[src/rtl/dump_seq.sv]
// Channel dump sequencer: streams the circular capture RAM oldest-sample-first to the UART.
// Define DUMP_HDR_EN to prefix each dump with a channel header byte (8'hA0 | ch).
module dump_seq #(
    parameter int unsigned ADDR_W = 9
) (
    input  logic              clk_i,
    input  logic              rst_ni,
    input  logic              dump_i,
    input  logic [1:0]        dump_ch_i,
    input  logic              capture_done_i,
    input  logic [ADDR_W-1:0] trace_end_i,
    input  logic [7:0]        ch1_rdata_i,
    input  logic [7:0]        ch2_rdata_i,
    input  logic [7:0]        ch3_rdata_i,
    output logic              en_o,
    output logic [ADDR_W-1:0] addr_o,
    output logic [7:0]        resp_data_o,
    output logic              send_resp_o,
    input  logic              resp_sent_i,
    output logic              dump_busy_o,
    output logic              dump_done_o,
    output logic              clr_cap_done_o
);

    localparam logic [9:0] LastCount = 10'((1 << ADDR_W) - 1);

    typedef enum logic [2:0] {
        StIdle = 3'd0,
        StHdr  = 3'd1,
        StRd   = 3'd2,
        StSend = 3'd3,
        StWait = 3'd4,
        StDone = 3'd5
    } state_e;

    state_e            state_q;
    logic              en_q, send_resp_q, dump_busy_q, dump_done_q, clr_cap_done_q;
    logic [ADDR_W-1:0] addr_q;
    logic [7:0]        resp_data_q;
    logic [9:0]        count_q;
    logic [1:0]        ch_q;
    logic              err_q, hdr_q, rd_second_q;
    logic [7:0]        rdata;

    always_comb begin
        rdata = ch1_rdata_i;
        case (ch_q)
            2'b01:   rdata = ch2_rdata_i;
            2'b10:   rdata = ch3_rdata_i;
            default: rdata = ch1_rdata_i;
        endcase
    end

    always_ff @(posedge clk_i or negedge rst_ni) begin
        if (!rst_ni) begin
            state_q        <= StIdle;
            en_q           <= 1'b0;
            addr_q         <= '0;
            resp_data_q    <= 8'h00;
            send_resp_q    <= 1'b0;
            dump_busy_q    <= 1'b0;
            dump_done_q    <= 1'b0;
            clr_cap_done_q <= 1'b0;
            count_q        <= 10'd0;
            ch_q           <= 2'b00;
            err_q          <= 1'b0;
            hdr_q          <= 1'b0;
            rd_second_q    <= 1'b0;
        end else begin
            send_resp_q    <= 1'b0;
            dump_done_q    <= 1'b0;
            clr_cap_done_q <= 1'b0;
            unique case (state_q)
                StIdle: begin
                    if (dump_i) begin
                        dump_busy_q <= 1'b1;
                        if (dump_ch_i == 2'b11 || !capture_done_i) begin
                            resp_data_q <= 8'hEE;
                            err_q       <= 1'b1;
                            send_resp_q <= 1'b1;
                            state_q     <= StSend;
                        end else begin
                            ch_q    <= dump_ch_i;
                            addr_q  <= trace_end_i + ADDR_W'(1);
                            count_q <= 10'd0;
                            err_q   <= 1'b0;
`ifdef DUMP_HDR_EN
                            hdr_q   <= 1'b1;
                            state_q <= StHdr;
`else
                            en_q        <= 1'b1;
                            rd_second_q <= 1'b0;
                            state_q     <= StRd;
`endif
                        end
                    end
                end
`ifdef DUMP_HDR_EN
                StHdr: begin
                    resp_data_q <= {6'b101000, ch_q};
                    send_resp_q <= 1'b1;
                    state_q     <= StSend;
                end
`endif
                // Synchronous RAM: data is valid in the second enable cycle.
                StRd: begin
                    if (!rd_second_q) begin
                        rd_second_q <= 1'b1;
                    end else begin
                        rd_second_q <= 1'b0;
                        en_q        <= 1'b0;
                        resp_data_q <= rdata;
                        send_resp_q <= 1'b1;
                        state_q     <= StSend;
                    end
                end
                StSend: state_q <= StWait;
                StWait: begin
                    if (resp_sent_i) begin
                        if (err_q) begin
                            err_q       <= 1'b0;
                            dump_busy_q <= 1'b0;
                            state_q     <= StIdle;
                        end else if (hdr_q) begin
                            hdr_q       <= 1'b0;
                            en_q        <= 1'b1;
                            rd_second_q <= 1'b0;
                            state_q     <= StRd;
                        end else if (count_q == LastCount) begin
                            dump_done_q    <= 1'b1;
                            clr_cap_done_q <= 1'b1;
                            state_q        <= StDone;
                        end else begin
                            count_q     <= count_q + 10'd1;
                            addr_q      <= addr_q + ADDR_W'(1);
                            en_q        <= 1'b1;
                            rd_second_q <= 1'b0;
                            state_q     <= StRd;
                        end
                    end
                end
                StDone: begin
                    dump_busy_q <= 1'b0;
                    state_q     <= StIdle;
                end
                default: state_q <= StIdle;
            endcase
        end
    end

    assign en_o           = en_q;
    assign addr_o         = addr_q;
    assign resp_data_o    = resp_data_q;
    assign send_resp_o    = send_resp_q;
    assign dump_busy_o    = dump_busy_q;
    assign dump_done_o    = dump_done_q;
    assign clr_cap_done_o = clr_cap_done_q;

endmodule
[config.mk]
export PLATFORM = sky130hd
export DESIGN_NAME = dump_seq
export DESIGN_NICKNAME = d
export VERILOG_FILES = /design/src/rtl/dump_seq.sv
export SDC_FILE = /design/constraint.sdc
export NUM_CORES = 1
export LEC_CHECK = 0
export BUFFER_PORTS_ARGS = -buffer_cell sky130_fd_sc_hd__buf_2
export CAP_MARGIN = 0
export CORE_ASPECT_RATIO = 1.1
export CORE_MARGIN = 2
export CORE_UTILIZATION = 27
export CTS_CLUSTER_SIZE = 25
export DETAILED_ROUTE_END_ITERATION = 16
export HOLD_SLACK_MARGIN = 0.12
export SLEW_MARGIN = 0
export SYNTH_ARGS = -nofsm -noshare
export SYNTH_HDL_FRONTEND = slang
export SYNTH_SLANG_ARGS = --single-unit
export TNS_END_PERCENT = 1
[constraint.sdc]
create_clock -name clk_i -period 2.4 [get_ports clk_i]
set_input_delay 0.36 -clock clk_i [delete_from_list [all_inputs] [get_ports clk_i]]
set_output_delay 0.36 -clock clk_i [all_outputs]
set_load 0.03 [all_outputs]
Word-level counts from Yosys, hierarchy flattened --
Cells that the tools add are included.
Storage, ports and cells: word-level logic and storage cells 99, output and inout bits 22, bits in registers 38
Cells by class: equality and inequality tests 16, bitwise gates (word level) 1, add/subtract/negate cells 3, reduce and logical (&&, ||, !) cells 15, mux-type cells 53
Operators with widths (count):
- $mux 10 | 5
- $mux 9 | 5
- $pmux 8 s2 | 2
- $mux 1 | 25
- $mux 8 | 3
- $pmux 10 s2 | 1
- $add 9x1->9 const B | 2
- $pmux 9 s2 | 1
- $ne 2x2->1 const B | 8
- $mux 3 | 5
- $pmux 3 s4 | 1
- $reduce_and 6->1 | 2
- $add 10x1->10 const B | 1
- $eq 10x9->1 const B | 1
- $pmux 1 s3 | 3
- $reduce_and 3->1 | 3
- $reduce_and 4->1 | 2
- $reduce_and 7->1 | 1
- $eq 3x2->1 const B | 2
- $eq 3x3->1 const B | 2
- $reduce_bool 3->1 | 2
- $eq 2x2->1 const B | 2
- $pmux 1 s2 | 2
- $reduce_bool 2->1 | 2
- other kinds (5) | 5

Logic depth before layout (Yosys ltp) --
Gate-level depths: netlist of the first run.
word-level depth 5, mapped depth 13

Worst setup path after synthesis of the first run --
OpenSTA, ideal clock, no wires.
path type register -> register, start reg state_q[1], end reg addr_q[8] (netlist: addr_o[8]), data required time 2.278 ns, arrival 2.212 ns, period minus slack after synthesis 2.334 ns, buffers on the path 3, setup slack 0.066 ns, stages on the path, launching flop included 13, cell sequence dfrtp_1 > clkbuf_1 > nor3b_1 > clkbuf_8 > nand2_1 > nand2_1 > ha_1 > clkbuf_1 > nand3_1 > nor2_1 > xnor2_1 > mux2i_1 > a2bb2oi_1
Between the ends: cells in the longest elaborated chain, start to end 3, elaborated cells between the ends (all ways) 10
Ends and longest elaborated chain:
- from (decl) | RTL line 36 | state_e state_q;
- from (signal assigned) | RTL line 56 | state_q <= StIdle;
- from (signal assigned) | RTL line 81 | state_q <= StSend;
- from (signal assigned) | RTL line 93 | state_q <= StRd;
- $eq 3x3->1 or $logic_not 3->1 (tied branches) | RTL line 73 | unique case (state_q)
- $ne 2x2->1 (no source line) or $reduce_bool 2->1 (tied branches)
- $reduce_and 6->1 (no source line)
- to (signal assigned) | RTL line 84 | addr_q <= trace_end_i + ADDR_W'(1);
- to (signal assigned) | RTL line 135 | addr_q <= addr_q + ADDR_W'(1);
- to (decl) | RTL line 38 | logic [ADDR_W-1:0] addr_q;
Parallel ways exist; a longest one is shown, timed or not. A chain may end at the register's enable or synchronous reset.

==> impl_metrics.yaml, run 1 <==
status:
  status: "complete, no violations"
timing:
  fin_ws_ns: 0.267
  period_needed_ns: 2.13
  tns_ns: 0
  fin_worst_skew_ns: 0.00647
  drv_slew: 0
  setup_viol_count_final: 0
  fin_crit_sh_pct: 88.9
  clock.fmax_ghz: 0.469
  rsz0062_at_grt: "no"
  tightest_slew_ns: 0.897
  final_hold_viol_count: 0
  whs_ns: 0.184
  max_slew_margin_pct: 40.2
power_and_ir_drop:
  seq_power_share_pct: 33.0
  clock_power_share_pct: 13.2
  comb_power_share_pct: 53.8
  powerDensity_nw_per_um2: 1120
  power.internal_mw: 1.72
  switching_power_mw: 1.56
  p_leak_nw: 1.31
  switching_share_pct: 47.4
  vdd_drop_max_uv: 365
critical_path:
  worstSetupStartpoint: "count_q[0]"
  end_kind: "flip-flop"
  r2r_slack_ns: 0.27
  crit_type: "flip-flop to flip-flop"
  critPathCapture: "ch_q[0]"
  path_max_fanout: 11
  r2r-start: "count_q[0]"
  start_kind: "flip-flop"
  reg2reg_to: "ch_q[0]"
  arrival_ns: 2.32
  cp_data_required_time_ns: 2.58
  reg2regPathDepth: 6
floorplan:
  core_um2: 8780
  die_area_um2: 9760
  initial_core_util_pct: 27.6
  die_y_um: 103
  ios: 62
  die_w_um: 94.4
  rows: 36
synthesis:
  yosysSeqAreaShare_pct: 39.2
  ys_seq_elements: 38
  yosys_warnings: 0
  syn_nets: 318
  synthCells: 274
  ys_async_sr_fraction_pct: 100
  synth_area_um2: 2430
  ys_types: 59
  syn_area_per_cell_um2: 8.85
  synth.area.top_cells: "dfrtp_1, nand2_1, mux2_2"
  synth_edf_count: 0
  synth_top_area_share_pct: 39.2
  yosys.area.top_type: "dfrtp_1"
  synth_ff_type: "dfrtp_1"
cells_and_area:
  area_growth_pct: 20.5
  final_area_um2: 2920
  nFillCells: 941
  nets: 376
  layout-drive-gt1-share_pct: 29.8
  antennaDiodeCount: 0
clocking:
  root_buffer: "clkbuf_8"
  clock-sinks: 38
  cts_buffer_depth: 2
  cts-htree-levels: 2
  clk_pin_slew_ns: 0.08
  numCtsBuffers: 5
  clock_latency_ns: 0.29
  cts_setup_buffers: 0
  tritoncts: "done"
routing:
  ant_nets: 0
  wire_per_inst_um: 14.0
  dr.first_iter.drc_count: 113
  vias: 2289
  viasPerCell: 5.13
  routed_wirelength_mm: 6.27
  first_pass_iters: 4
  drc: 0
placement:
  dpl_cell_area_um2: 2830
  port_buffers: 61
  dpl.hpwl_mm: 4.66
  place_ws_ns: 0.150
  gp_congestion: 0.824
global_routing:
  grtUsageTotal_pct: 13.2
  grt_max_degree: 39
  grt_pass1_vias: 2141
  overflow: 0
  grt_pass1_wl_mm: 10.2
  antenna_found_initial: 0
flow_run:
  drv_cap: 0
min_path:
  hold_path.class: "input pin to async pin"
-- power groups by stage --
| stage | Combinational, mW | Sequential [mW] | Clock, mW |
|---|---|---|---|
| 6_report | 1.76 | 1.08 | 0.432 |
| 5_1_grt | 1.97 | 1.12 | 0.485 |
| 4_1_cts | 1.77 | 1.08 | 0.453 |
| 3_5_place_dp | 1.76 | 1.09 | 0 |
| 3_3_place_gp | 1.73 | 1.08 | 0 |
| 2_1_floorplan | 1.07 | 1.32 | 0 |
-- flip-flops by register name, indices dropped and copies added (netlist names), 2 cells and up --
signal	flops
state_q	3
resp_data_o	8
count_q	10
addr_o	9
ch_q	2
-- synthesized netlist by cell type (3+ instances only) --
cell type	count
dfrtp_1	38
mux2i_1	3
a22oi_1	9
nand2b_1	3
o21ai_0	20
nor2_1	30
and2_1	3
clkbuf_1	11
nand3_1	15
o31ai_1	6
nand2_1	36
nor3b_1	3
ha_1	4
nand4_1	4
o211ai_1	6
inv_1	6
a21oi_1	7
a31oi_1	6
nor2b_1	3
nor3_1	5
and3_1	3
o21ai_1	4
mux2_2	10
-- cells in the final DEF, fill, tap and decap left out, types with 4 or more instances in the layout --
cell type,instances
dfrtp_1,38
o31ai_1,6
o21ai_1,4
nor2_1,30
a31oi_1,6
mux2_2,10
o21ai_0,20
buf_2,61
clkbuf_8,5
buf_4,8
nand4_1,4
ha_1,4
a21oi_1,7
nor3_1,4
nand3_1,15
nand2_1,36
inv_1,6
o211ai_1,6
a22oi_1,9
-- worst max-delay path: stages, from the launching register on --
cell,delay [ns]
dfrtp_1,0.42
ha_1,0.30
and4b_1,0.29
a31oi_4,0.26
o22ai_4,0.17
nor2_1,0.22
mux2_2,0.36
-- through the flow --
step                utilization (%)  cells  power [mW]
floorplan                         -    274        2.38
global placement               32.2    439        2.82
detailed placement             32.2    439        2.85
CTS                            33.1    446        3.30
global route                   33.3    446        3.58
finish                         33.3    446        3.28
-- repair_timing --
item                       CTS  global route
hold buffers                 0             0
resized for setup            0             2
setup endpoints to repair    0             2
-- metal layers --
layer	track usage [%]	up-vias	part of all wire, %
met5	0	-	0
met4	3.34	0	0.99
met3	3.12	7	6.7
met2	22.5	68	49
met1	17.1	1101	43
li1	-	1113	-
-- final cells by class --
type	instances	area [um^2]	share of cell area, %
clock inverters	2	10.0	0.342
repair buffers	69	365	12.5
flip-flops and latches	38	951	32.5
multi-input cells	212	1360	46.6
clock buffers	5	68.8	2.35
inverters	6	22.5	0.771
well taps	114	143	4.88
-- logic make-up after synthesis --
kind of cell    count (synthesis)  share of synthesized area (%)
mux                            14                           6.50
compound gates                 81                           24.0
buf+inv                        24                           5.36
flops                          38                           39.2
xor+xnor                        2                          0.722
fa+ha+maj                       4                           2.06
simple gates                  111                           22.2
-- worst min path at each step --
stage | start | endpoint | slack (ns)
after floorplan | rst_ni | addr_o[0] | 0.06
after global placement | count_q[9] | count_q[9] | 0.46
after detailed placement | count_q[9] | count_q[9] | 0.46
after CTS | rst_ni | state_q[2] | 0.22
after global routing | rst_ni | state_q[2] | 0.26
final | rst_ni | resp_data_o[0] | 0.18
Note: power is estimated with default switching activity, not from simulation.
==> inputs of run 2 (changes only) <==
--- a/config.mk
+++ b/config.mk
@@ -7,12 +7,16 @@
 export LEC_CHECK = 0
 export BUFFER_PORTS_ARGS = -buffer_cell sky130_fd_sc_hd__buf_2
 export CAP_MARGIN = 0
+export CELL_PAD_IN_SITES_DETAIL_PLACEMENT = 0
+export CELL_PAD_IN_SITES_GLOBAL_PLACEMENT = 1
 export CORE_ASPECT_RATIO = 1.1
 export CORE_MARGIN = 2
 export CORE_UTILIZATION = 27
 export CTS_CLUSTER_SIZE = 25
 export DETAILED_ROUTE_END_ITERATION = 16
 export HOLD_SLACK_MARGIN = 0.12
+export PLACE_DENSITY_LB_ADDON = 0.1
+export SKIP_LAST_GASP = 1
 export SLEW_MARGIN = 0
 export SYNTH_ARGS = -nofsm -noshare
 export SYNTH_HDL_FRONTEND = slang
==> run 2 against run 1 <==
Against the previous run:
- design area rose by 0.86%
- flip-flop and latch count did not move
- global-route usage rose by 0.81 points
- first-iteration DRC count fell by 56%
- via count fell by 1.8%
- critical endpoint unchanged
==> impl_metrics.yaml, run 2 (synthesis gave the netlist of run 1 again) <==
status:
  status: "complete, no violations"
power_and_ir_drop:
  p_leak_nw: 1.32
  powerDensity_nw_per_um2: 1130
  vdd_drop_max_uv: 408
routing:
  wl_met2_mm: 3.04
  vias: 2248
  ant_nets: 0
  drc: 0
  routed.top_layer: "met4"
  dr.first_iter.drc_count: 50
  routed_wirelength_mm: 6.63
  wire_per_inst_um: 14.7
  drt-met1-wl_mm: 3.26
  wl_met3_um: 290
  first_pass_iters: 4
  viasPerCell: 5.00
floorplan:
  die_area_um2: 9760
  core_um2: 8780
  die_w_um: 94.4
  rows: 36
  die_y_um: 103
  ios: 62
  initial_core_util_pct: 27.6
global_routing:
  overflow: 0
  grtUsageTotal_pct: 14.1
  antenna_found_initial: 0
  grt_pass1_wl_mm: 10.8
  grt_pass1_vias: 2092
  grt_max_degree: 22
placement:
  dpl.hpwl_mm: 4.98
  gp_congestion: 0.741
  port_buffers: 61
  placedCellCount: 441
  place_ws_ns: 0.298
cells_and_area:
  final_common_cell: "buf_2"
  antennaDiodeCount: 0
  layout.cells.non_filler: 450
  layout_common_cells: "buf_2, dfrtp_1, nand2_1"
  layout-drive-gt1-share_pct: 29.8
  area_growth_pct: 21.5
  nets: 379
  nFillCells: 952
  top_register: "count_q"
  largest_reg_flops: 10
critical_path:
  r2r-start: "count_q[0]"
  arrival_ns: 2.28
  crit_type: "flip-flop to flip-flop"
  start_kind: "flip-flop"
  cp_data_required_time_ns: 2.57
  reg2regPathDepth: 6
  path_max_fanout: 7
  worstSetupStartpoint: "count_q[0]"
  end_kind: "flip-flop"
timing:
  tns_ns: 0
  max_slew_margin_pct: 68.6
  fin_crit_sh_pct: 87.5
  fin_ws_ns: 0.299
  whs_ns: 0.323
  fin_worst_skew_ns: 0.0105
  drv_slew: 0
  clock.fmax_ghz: 0.476
  rsz0062_at_grt: "no"
  final_hold_viol_count: 0
  setup_viol_count_final: 0
  period_needed_ns: 2.10
  tightest_slew_ns: 0.471
clocking:
  cts-htree-levels: 2
  cts_resized: 0
  clock_latency_ns: 0.29
  cts_buffer_depth: 2
  root_buffer: "clkbuf_8"
  tritoncts: "done"
  clock-sinks: 38
  numCtsBuffers: 5
  clk_pin_slew_ns: 0.08
min_path:
  hp-start: "dump_ch_i[1]"
  hold_path.class: "input pin to flip-flop"
  holdPathStages: 2
flow_run:
  drv_cap: 0
==> run 2: cell types whose count changed in the layout (fill, tap and decap cells not counted), sizes merged <==
cell,delta
dlygate4sd3,+1
clkbuf,+2
clkinv,-1
buf,+2
==> run 2: metrics by stage <==
stage / instance area (um^2) / power (mW) / utilization (%)
finish: 2950 / 3.33 / 33.6
global route: 2950 / 3.65 / 33.6
CTS: 2950 / 3.39 / 33.6
detailed placement: 2850 / 2.90 / 32.4
global placement: 2850 / 2.91 / 32.4
floorplan: 2430 / 2.38 / -
==> run 2: path summary, 6_finish.rpt <==
kind,endpoint,slack [ns]
setup / recovery,ch_q[0],0.30
hold / removal,ch_q[1],0.32
setup reg to reg,ch_q[0],0.30
hold reg to reg,count_q[9],0.47
max in group asynchronous,addr_o[7],1.20
min in group asynchronous,clr_cap_done_o,0.53
==> run 2: repair_timing <==
action | 4_1_cts | 5_1_grt
buffers inserted | 0 | 0
hold buffers | 1 | 0
endpoints found under the hold margin | 17 | 0
==> run 2: worst max-delay path, cell delays in order, from the launching register on <==
cell	delay, ns
dfrtp_1	0.42
ha_1	0.29
and4b_1	0.29
a31oi_4	0.24
o22ai_2	0.18
nor2_1	0.22
mux2_2	0.35
==> run 2: report_power, final <==
part / total [mW] / switching (mW) / internal (mW)
sequential: 1.07 / 0.210 / 0.856
combinational: 1.79 / 1.12 / 0.674
clock: 0.470 / 0.238 / 0.232
==> run 2: routing by layer <==
layer / global-route usage, % / vias to the layer above
li1: - / 1121
met1: 19.6 / 1064
met2: 22.4 / 58
met3: 3.04 / 5
met4: 3.34 / 0
met5: 0 / -
==> run 2: area by class of cell <==
cell class | count | area (um^2) | share of cell area [%]
clock inverters | 1 | 5.00 | 0.170
clock buffers | 7 | 86.3 | 2.93
repair buffers | 72 | 390 | 13.2
flip-flops and latches | 38 | 951 | 32.3
well taps | 114 | 143 | 4.84
inverters | 6 | 22.5 | 0.764
multi-input cells | 212 | 1350 | 45.8
